File: src/rtl/snake_core.sv
// Single-snake engine: direction-chain body storage, per-frame head-to-tail replay, run-state FSM.
// Optional build macro SNAKE_CORE_WRAP_EN: the head wraps around the field edges instead of dying.
module snake_core #(
   parameter int GRID_W  = 20,
   parameter int GRID_H  = 12,
   parameter int MAX_LEN = 64,
   parameter int X_W     = $clog2(GRID_W + 2),
   parameter int Y_W     = $clog2(GRID_H + 2),
   parameter int L_W     = $clog2(MAX_LEN)
) (
   input  logic           clk,
   input  logic           rst,
   input  logic           i_start,
   input  logic           i_tick,
   input  logic [1:0]     i_dir,
   input  logic           i_eat,
   output logic [1:0]     o_state,
   output logic [X_W-1:0] o_head_x,
   output logic [Y_W-1:0] o_head_y,
   output logic [1:0]     o_head_dir,
   output logic [L_W-1:0] o_length,
   output logic [X_W-1:0] o_pos_x,
   output logic [Y_W-1:0] o_pos_y,
   output logic           o_pos_first,
   output logic           o_pos_last,
   output logic           o_pos_valid,
   output logic           o_failure,
   output logic           o_success
);

   typedef enum logic [1:0] {
      StIdle = 2'b00,
      StRun  = 2'b01,
      StDead = 2'b10,
      StWon  = 2'b11
   } state_t;

   localparam logic [X_W-1:0] HOME_X   = X_W'(GRID_W / 2);
   localparam logic [Y_W-1:0] HOME_Y   = Y_W'(GRID_H / 2);
   localparam logic [L_W-1:0] LAST_POS = L_W'(MAX_LEN - 1);

   function automatic logic [X_W-1:0] step_x(input logic [X_W-1:0] x, input logic [1:0] d);
      logic [X_W-1:0] n;
      n = x;
`ifdef SNAKE_CORE_WRAP_EN
      if (d == 2'b10)      n = (x == X_W'(GRID_W)) ? X_W'(1) : x + 1'b1;
      else if (d == 2'b11) n = (x == X_W'(1)) ? X_W'(GRID_W) : x - 1'b1;
`else
      if (d == 2'b10)      n = x + 1'b1;
      else if (d == 2'b11) n = x - 1'b1;
`endif
      return n;
   endfunction

   function automatic logic [Y_W-1:0] step_y(input logic [Y_W-1:0] y, input logic [1:0] d);
      logic [Y_W-1:0] n;
      n = y;
`ifdef SNAKE_CORE_WRAP_EN
      if (d == 2'b00)      n = (y == Y_W'(GRID_H)) ? Y_W'(1) : y + 1'b1;
      else if (d == 2'b01) n = (y == Y_W'(1)) ? Y_W'(GRID_H) : y - 1'b1;
`else
      if (d == 2'b00)      n = y + 1'b1;
      else if (d == 2'b01) n = y - 1'b1;
`endif
      return n;
   endfunction

   state_t         r_state;
   logic [X_W-1:0] r_head_x;
   logic [Y_W-1:0] r_head_y;
   logic [1:0]     r_head_dir;
   logic [L_W-1:0] r_length;
   logic [L_W-1:0] r_pos;
   logic [X_W-1:0] r_seg_x;
   logic [Y_W-1:0] r_seg_y;
   logic           r_tick_pend;
   logic [1:0]     r_dirs [MAX_LEN];

   logic           w_run;
   logic           w_slot;
   logic           w_start;
   logic           w_commit;
   logic [1:0]     w_new_dir;
   logic [X_W-1:0] w_step_x;
   logic [Y_W-1:0] w_step_y;
   logic [X_W-1:0] w_head_nxt_x;
   logic [Y_W-1:0] w_head_nxt_y;
   logic [1:0]     w_replay_dir;
   logic           w_pos_valid;
   logic           w_hit;
   logic           w_wall;
   logic           w_win;

   assign w_run     = (r_state == StRun);
   assign w_slot    = (r_pos == LAST_POS);
   assign w_start   = i_start && !w_run;
   assign w_commit  = w_run && w_slot && (r_tick_pend || i_tick);
   // A request for the exact opposite of the current heading is dropped.
   assign w_new_dir = (i_dir == (r_head_dir ^ 2'b01)) ? r_head_dir : i_dir;
   assign w_step_x  = step_x(r_head_x, w_new_dir);
   assign w_step_y  = step_y(r_head_y, w_new_dir);

   assign w_head_nxt_x = w_start ? HOME_X : (w_commit ? w_step_x : r_head_x);
   assign w_head_nxt_y = w_start ? HOME_Y : (w_commit ? w_step_y : r_head_y);

   // Segment k+1 sits one cell behind segment k, against the direction segment k moved in.
   assign w_replay_dir = r_dirs[r_pos] ^ 2'b01;
   assign w_pos_valid  = (r_pos < r_length);
   assign w_hit        = w_pos_valid && (r_pos != '0) &&
                         (r_seg_x == r_head_x) && (r_seg_y == r_head_y);
   assign w_win        = (r_length == LAST_POS);

`ifdef SNAKE_CORE_WRAP_EN
   assign w_wall = 1'b0;
`else
   assign w_wall = (r_head_x == '0) || (r_head_x == X_W'(GRID_W + 1)) ||
                   (r_head_y == '0) || (r_head_y == Y_W'(GRID_H + 1));
`endif

   always_ff @(posedge clk or posedge rst) begin
      if (rst) begin
         r_state     <= StIdle;
         r_head_x    <= HOME_X;
         r_head_y    <= HOME_Y;
         r_head_dir  <= 2'b00;
         r_length    <= L_W'(1);
         r_pos       <= LAST_POS;
         r_seg_x     <= HOME_X;
         r_seg_y     <= HOME_Y;
         r_tick_pend <= 1'b0;
      end else begin
         r_pos <= w_slot ? '0 : r_pos + 1'b1;
         if (w_slot) begin
            r_seg_x <= w_head_nxt_x;
            r_seg_y <= w_head_nxt_y;
         end else begin
            r_seg_x <= step_x(r_seg_x, w_replay_dir);
            r_seg_y <= step_y(r_seg_y, w_replay_dir);
         end

         case (r_state)
            StRun: begin
               if (i_tick) r_tick_pend <= 1'b1;
               if (w_slot) r_tick_pend <= 1'b0;
               if (w_commit) begin
                  r_head_x   <= w_step_x;
                  r_head_y   <= w_step_y;
                  r_head_dir <= w_new_dir;
               end
               if (i_eat && !w_win) r_length <= r_length + 1'b1;
               if (w_win)                r_state <= StWon;
               else if (w_hit || w_wall) r_state <= StDead;
            end
            default: begin
               if (i_start) begin
                  r_state     <= StRun;
                  r_head_x    <= HOME_X;
                  r_head_y    <= HOME_Y;
                  r_head_dir  <= 2'b00;
                  r_length    <= L_W'(1);
                  r_tick_pend <= 1'b0;
               end
            end
         endcase
      end
   end

   // Body storage carries no reset; only entries below the length are ever trusted.
   always_ff @(posedge clk) begin
      if (w_commit) begin
         for (int i = MAX_LEN - 1; i > 0; i--) r_dirs[i] <= r_dirs[i-1];
         r_dirs[0] <= w_new_dir;
      end
   end

   assign o_state     = r_state;
   assign o_head_x    = r_head_x;
   assign o_head_y    = r_head_y;
   assign o_head_dir  = r_head_dir;
   assign o_length    = r_length;
   assign o_pos_x     = r_seg_x;
   assign o_pos_y     = r_seg_y;
   assign o_pos_first = (r_pos == '0);
   assign o_pos_last  = (r_pos == r_length - 1'b1);
   assign o_pos_valid = w_pos_valid;
   assign o_failure   = (r_state == StDead);
   assign o_success   = (r_state == StWon);

endmodule

File: config.mk
export PLATFORM = sky130hd
export DESIGN_NAME = snake_core
export DESIGN_NICKNAME = d
export VERILOG_FILES = /design/src/rtl/snake_core.sv
export SDC_FILE = /design/constraint.sdc
export NUM_CORES = 1
export LEC_CHECK = 0
export ABC_CLOCK_PERIOD_IN_PS = 5200
export BUFFER_PORTS_ARGS = -buffer_cell sky130_fd_sc_hd__buf_2
export CORE_MARGIN = 3
export CORE_UTILIZATION = 40
export DETAILED_ROUTE_END_ITERATION = 8
export SLEW_MARGIN = 20
export SYNTH_ARGS = -nofsm -noshare
export SYNTH_HDL_FRONTEND = slang
export SYNTH_SLANG_ARGS = --single-unit
File: constraint.sdc
create_clock -name clk -period 5.2 [get_ports clk]
set_input_delay 0.52 -clock clk [delete_from_list [all_inputs] [get_ports clk]]
set_output_delay 0.52 -clock clk [all_outputs]
set_load 0.03 [all_outputs]
; ---- Yosys cells after proc, flatten, opt, wreduce, memory -nomap -nowiden
; Memories as Yosys holds them, arrays and structs flattened.
; Index checks and enable logic that the tools add are counted.
[totals]
reg_bits = 35
latchBits = 0
mem_bits_rw = 128
romBits = 0
output_inout_bits = 33
memories = 1
[op_classes]
addsub = 11
n_mul = 0
n_div = 0
order_cmp = 1
eq_ne = 21
shifts = 0
mux = 36
n_bitwise = 2
n_reduce_logical = 27
[mem_list]
columns = memory, depth, width, read_ports, rd_ports_with_merged_regs, write_ports, line
row1 = r_dirs, 64, 2, 64, 0, 64, 77  ; logic [1:0] r_dirs [MAX_LEN];
[op_table]
columns = op, count
row1 = two-way mux 5 bit, 9
row2 = two-way mux 4 bit, 9
row3 = two-way mux 6 bit, 4
row4 = two-way mux 2 bit, 8
row5 = "adder 6 x 1 -> 6 bit, second input constant", 2
row6 = "equality test 2 bit, second input constant", 6
row7 = "equality test 6 bit, second input constant", 2
row8 = "adder 5 x 1 -> 5 bit, second input constant", 2
row9 = "subtractor 5 x 1 -> 5 bit, second input constant", 2
row10 = "adder 4 x 1 -> 4 bit, second input constant", 2
row11 = AND reduction 2 bit, 4
row12 = "subtractor 4 x 1 -> 4 bit, second input constant", 2
row13 = logical AND 1 bit, 7
row14 = "equality test 2 x 1 -> 1 bit, second input constant", 3
row15 = equality test 6 bit, 1
row16 = zero test 6 bit, 1
row17 = less-than comparator 6 bit, 1
row18 = two-way mux 1 bit, 6
row19 = nonzero test 3 bit, 2
row20 = nonzero test 6 bit, 1
row21 = "subtractor 6 x 1 -> 6 bit, second input constant", 1
row22 = equality test 5 bit, 1
row23 = "equality test 5 bit, second input constant", 1
row24 = zero test 5 bit, 1
row25 = 12 further kinds, 20

; ---- Longest topological paths before layout
[depth]
word_depth = 9
ltp_mapped = 18
ltp_nobuf = 14

; ---- Least setup slack after synthesis
; Ideal clock, no wire load.
[synth_path]
kind = flip-flop to flip-flop
from = register r_pos[2]
to = register r_seg_x[4], in the netlist o_pos_x[4]
setup_time_ps = 64
arrival_time_ps = 5442
required_time_ps = 5136
slack_ps = -306
stages_incl_launch_ff = 11
n_path_buf = 2
synth_period_minus_slack_ps = 5506
cell_sequence = dfstp_2 -> buf_2 -> clkbuf_1 -> and3_1 -> and2_1 -> nand3_1 -> inv_1 -> nand2_1 -> or3_1 -> a21oi_1 -> mux2_2
[synth_via]
elab_chain_len = 6
elab_cells_between_ends = 12
[synth_rtl]
columns = element, line
row1 = start: declaration, 73  ; logic [L_W-1:0] r_pos;
row2 = start signal: assignment, 132  ; r_pos <= w_slot ? '0 : r_pos + 1'b1;
row3 = equality test 6 bit, 95  ; assign w_slot = (r_pos == LAST_POS);
row4 = logical AND 1 bit (2 in a row), 97  ; assign w_commit = w_run && w_slot && (r_tick_pend || i_tick);
row5 = net w_commit, 82  ; logic w_commit;
row6 = two-way mux 5 bit, n/a
row7 = two-way mux 5 bit, 103  ; assign w_head_nxt_x = w_start ? HOME_X : (w_commit ? w_step_x : r_head_x);
row8 = two-way mux 5 bit, 133  ; if (w_slot) begin
row9 = end signal: assignment, 134  ; r_seg_x <= w_head_nxt_x;
row10 = end signal: assignment, 137  ; r_seg_x <= step_x(r_seg_x, w_replay_dir);
row11 = end: declaration, 74  ; logic [X_W-1:0] r_seg_x;
; The timed path passes the listed nets, and every way through them passes these cells.
; A chain may end at the register's enable or synchronous reset.

; ---- Worst setup path in the final report
[layout_path]
from = register r_pos[1]
to = register r_seg_x[4], in the netlist o_pos_x[4]
[layout_via]
elab_chain_len = 6
elab_cells_between_ends = 12
[layout_rtl]
columns = element
row1 = branches (longest 6 deep; another with memory read (64 x 2 bit))
; Several ways; the timed one is not identified.

==> results.py <==
metrics = {
    "detailed_routing": {
        "first_pass_iters": 5,
        "ant_nets": 0,
        "vias_per_cell": 5.43,
        "drc": 0,
        "wl_per_cell_um": 18.3,
        "vias": 4141,
        "drt-total-wl_um": 13900,
        "drt_iter0_drc": 237,
    },
    "cells_and_area": {
        "drive_above_1_share": 0.246,
        "final_common_cell": "edfxtp_1",
        "syn2layout_area_growth_pct": 13.8,
        "final_cell_mix": "edfxtp_1, buf_2, mux4_2",
        "final_nets": 552,
        "fin_util": 0.466,
        "num_antenna_cells": 0,
        "nFillCells": 1555,
    },
    "worst_setup_path": {
        "path_class": "register to register",
        "startpoint": "r_pos[1]",
        "r2r_start": "r_pos[1]",
        "endpoint_kind": "register",
        "cp_slowest_stage_delay_ns": 0.81,
        "path_buf_inv": 3,
        "required_ns": 5.51,
        "worstPathArrival_ns": 4.65,
        "cp_top_family": "simple AND/OR/NAND/NOR gates",
        "crit_fanout": 26,
        "worstPathCellList": "buf_4 -> mux4_2 -> a22oi_1 -> a21oi_1 -> nor4_2 -> buf_4 -> nand2b_1 -> inv_1 -> fa_1 -> nor2b_1 -> o21ai_0 -> nand2b_1 -> a31oi_1 -> nor3b_1 -> xor2_1 -> mux2_2",
        "slowest_stage": "dfstp_2",
        "start_kind": "register",
    },
    "sta": {
        "clock.fmax_mhz": 230,
        "hold_violations": 0,
        "slew_violations": 0,
        "tightest_slew_ns": 0.618,
        "fin_setup_tns_ns": 0,
        "skew_ns": 0.00780,
        "fin_ws_ns": 0.855,
        "whs_ns": 0.195,
        "setup_viol": 0,
        "timing.slew.headroom": 0.587,
        "rsz0062_at_grt": "false",
        "layout_worst_path_cycle_share": 0.836,
        "fin_crit_ns": 4.34,
    },
    "place": {
        "port_buffers": 39,
        "post-place-ws_ns": 0.870,
        "place.gp.congestion": 0.776,
        "dp_hpwl_um": 9160,
    },
    "clocking": {
        "clock_latency_ns": 0.42,
        "holdBufCountCts": 0,
        "clkSlewWorstSetupHoldPaths_ns": 0.06,
        "htreeDepth": 4,
        "cts.sink_count": 163,
        "ctsLongestPathBuffers": 2,
        "cts_root_buffer": "clkbuf_16",
        "tritoncts": "yes",
        "cts_resized": 0,
        "cts_buffers": 17,
        "cts_setup_buffers": 0,
    },
    "flow_run": {
        "maxCapViolCount": 0,
    },
    "die": {
        "fp-row-count": 49,
        "core_area_mm2": 0.0180,
        "die_x_um": 142,
        "die_area_mm2": 0.0201,
        "io-pin-count": 40,
        "die_height_um": 142,
        "start_util": 0.409,
    },
    "synthesis": {
        "yosys.area.top_type_share": 0.521,
        "synth_ff_type": "edfxtp_1",
        "yosysUniqueCellTypes": 50,
        "yosys.area.top_type": "edfxtp_1",
        "synth_area_leaders": "edfxtp_1, mux4_2, dfrtp_1, dfstp_2, ha_1",
        "ys_ff_latch": 163,
        "synth_nets": 508,
        "syn_avg_cell_area_um2": 15.4,
        "syn-cell-area_mm2": 0.00738,
        "syn_inst": 478,
        "synth_edf_count": 128,
        "yosys_warnings": 0,
        "ys_seq_area_frac": 0.642,
        "async_flop_share": 0.215,
    },
    "power": {
        "power_density_mw_per_mm2": 350,
        "p_total_uw": 2940,
        "p_leak_uw": 0.00279,
        "ir_worst_vdd_mv": 0.281,
    },
    "global_routing": {
        "grt_max_degree": 107,
        "grt_overflow_total": 0,
        "grt_usage": 0.146,
        "grt_antenna_before_repair": 0,
        "grt_pass1_wl_um": 22700,
        "grt_pass1_vias": 4154,
    },
    "status": {
        "outcome": "finished, final reports clean",
    },
    "worst_hold_path": {
        "min_path_type": "primary input to async pin",
    },
}
==> metal layers <==
layer | track usage | routed length (um)
met5 | 0 | 0
met4 | 0.0561 | 235
met3 | 0.0371 | 639
met2 | 0.208 | 6220
met1 | 0.216 | 6850
==> layout make-up <==
| class | count | area, um^2 | area share |
|---|---|---|---|
| multi-input cells | 276 | 2480 | 0.295 |
| well taps | 229 | 287 | 0.0341 |
| repair buffers | 46 | 260 | 0.0310 |
| clock buffers | 17 | 425 | 0.0507 |
| clock inverters | 13 | 136 | 0.0162 |
| inverters | 18 | 71.3 | 0.00850 |
| flip-flops and latches | 163 | 4740 | 0.564 |
==> power breakdown <==
| part | switching (uW) | internal [uW] |
|---|---|---|
| registers | 38.3 | 1420 |
| clock network | 496 | 701 |
| logic | 177 | 105 |
==> sequential cells by signal, summed over array words and instances (netlist names) <==
signal	cells
r_dirs	128
o_pos_y	4
o_state	2
r_pos	6
o_head_y	4
o_length	6
o_head_x	5
r_tick_pend	1
o_head_dir	2
o_pos_x	5
==> cells in the mapped netlist (2+ instances only) <==
master / instances
a21boi_0: 2
a21o_1: 4
a21oi_1: 13
a22o_1: 2
a22oi_1: 10
a31oi_1: 5
and2_1: 6
and3_1: 4
buf_1: 3
buf_2: 6
clkbuf_1: 10
dfrtp_1: 20
dfstp_2: 15
edfxtp_1: 128
fa_1: 2
ha_1: 21
inv_1: 18
mux2_2: 2
mux2i_1: 6
mux4_2: 34
nand2_1: 20
nand2b_1: 8
nand3_1: 10
nand4_1: 7
nor2_1: 22
nor2b_1: 9
nor3_1: 3
nor4_1: 3
o21a_1: 6
o21ai_0: 13
o21ai_1: 2
o22ai_1: 2
o31ai_1: 4
or2_2: 3
or3_1: 4
or4_1: 3
xnor2_1: 27
xor2_1: 9
==> cell families after synthesis <==
family,after synthesis,share of synthesized area
DFF,163,0.642
xor gates and xnor gates,36,0.0427
adders and majority gates,23,0.0410
buffers and inverters,39,0.0224
AOI/OAI and AO/OA,70,0.0624
and+or+nand+nor,105,0.0744
muxes,42,0.115
==> path summary, 6_finish.rpt <==
path	slack, ns	cells after the start	endpoint
min in group clk	0.37	2	r_tick_pend
worst min register to register	0.44	0	r_dirs[33][1]
worst min-delay path	0.19	3	o_length[2]
worst max register to register	0.86	16	o_pos_x[4]
worst max-delay path	0.86	16	o_pos_x[4]
max in group asynchronous	4.65	3	o_pos_y[1]
==> worst min-delay path, cell delays in order <==
cell and delay [ns]:
buf_2 0.09, inv_1 0.04, buf_4 0.40
==> stage by stage <==
stage          area (um^2)  cells
3_5_place_dp          7830    732
2_1_floorplan         7380    478
3_3_place_gp          7830    732
6_report              8390    762
4_1_cts               8390    762
5_1_grt               8390    762
No activity file was read; power rests on OpenSTA's default activity.
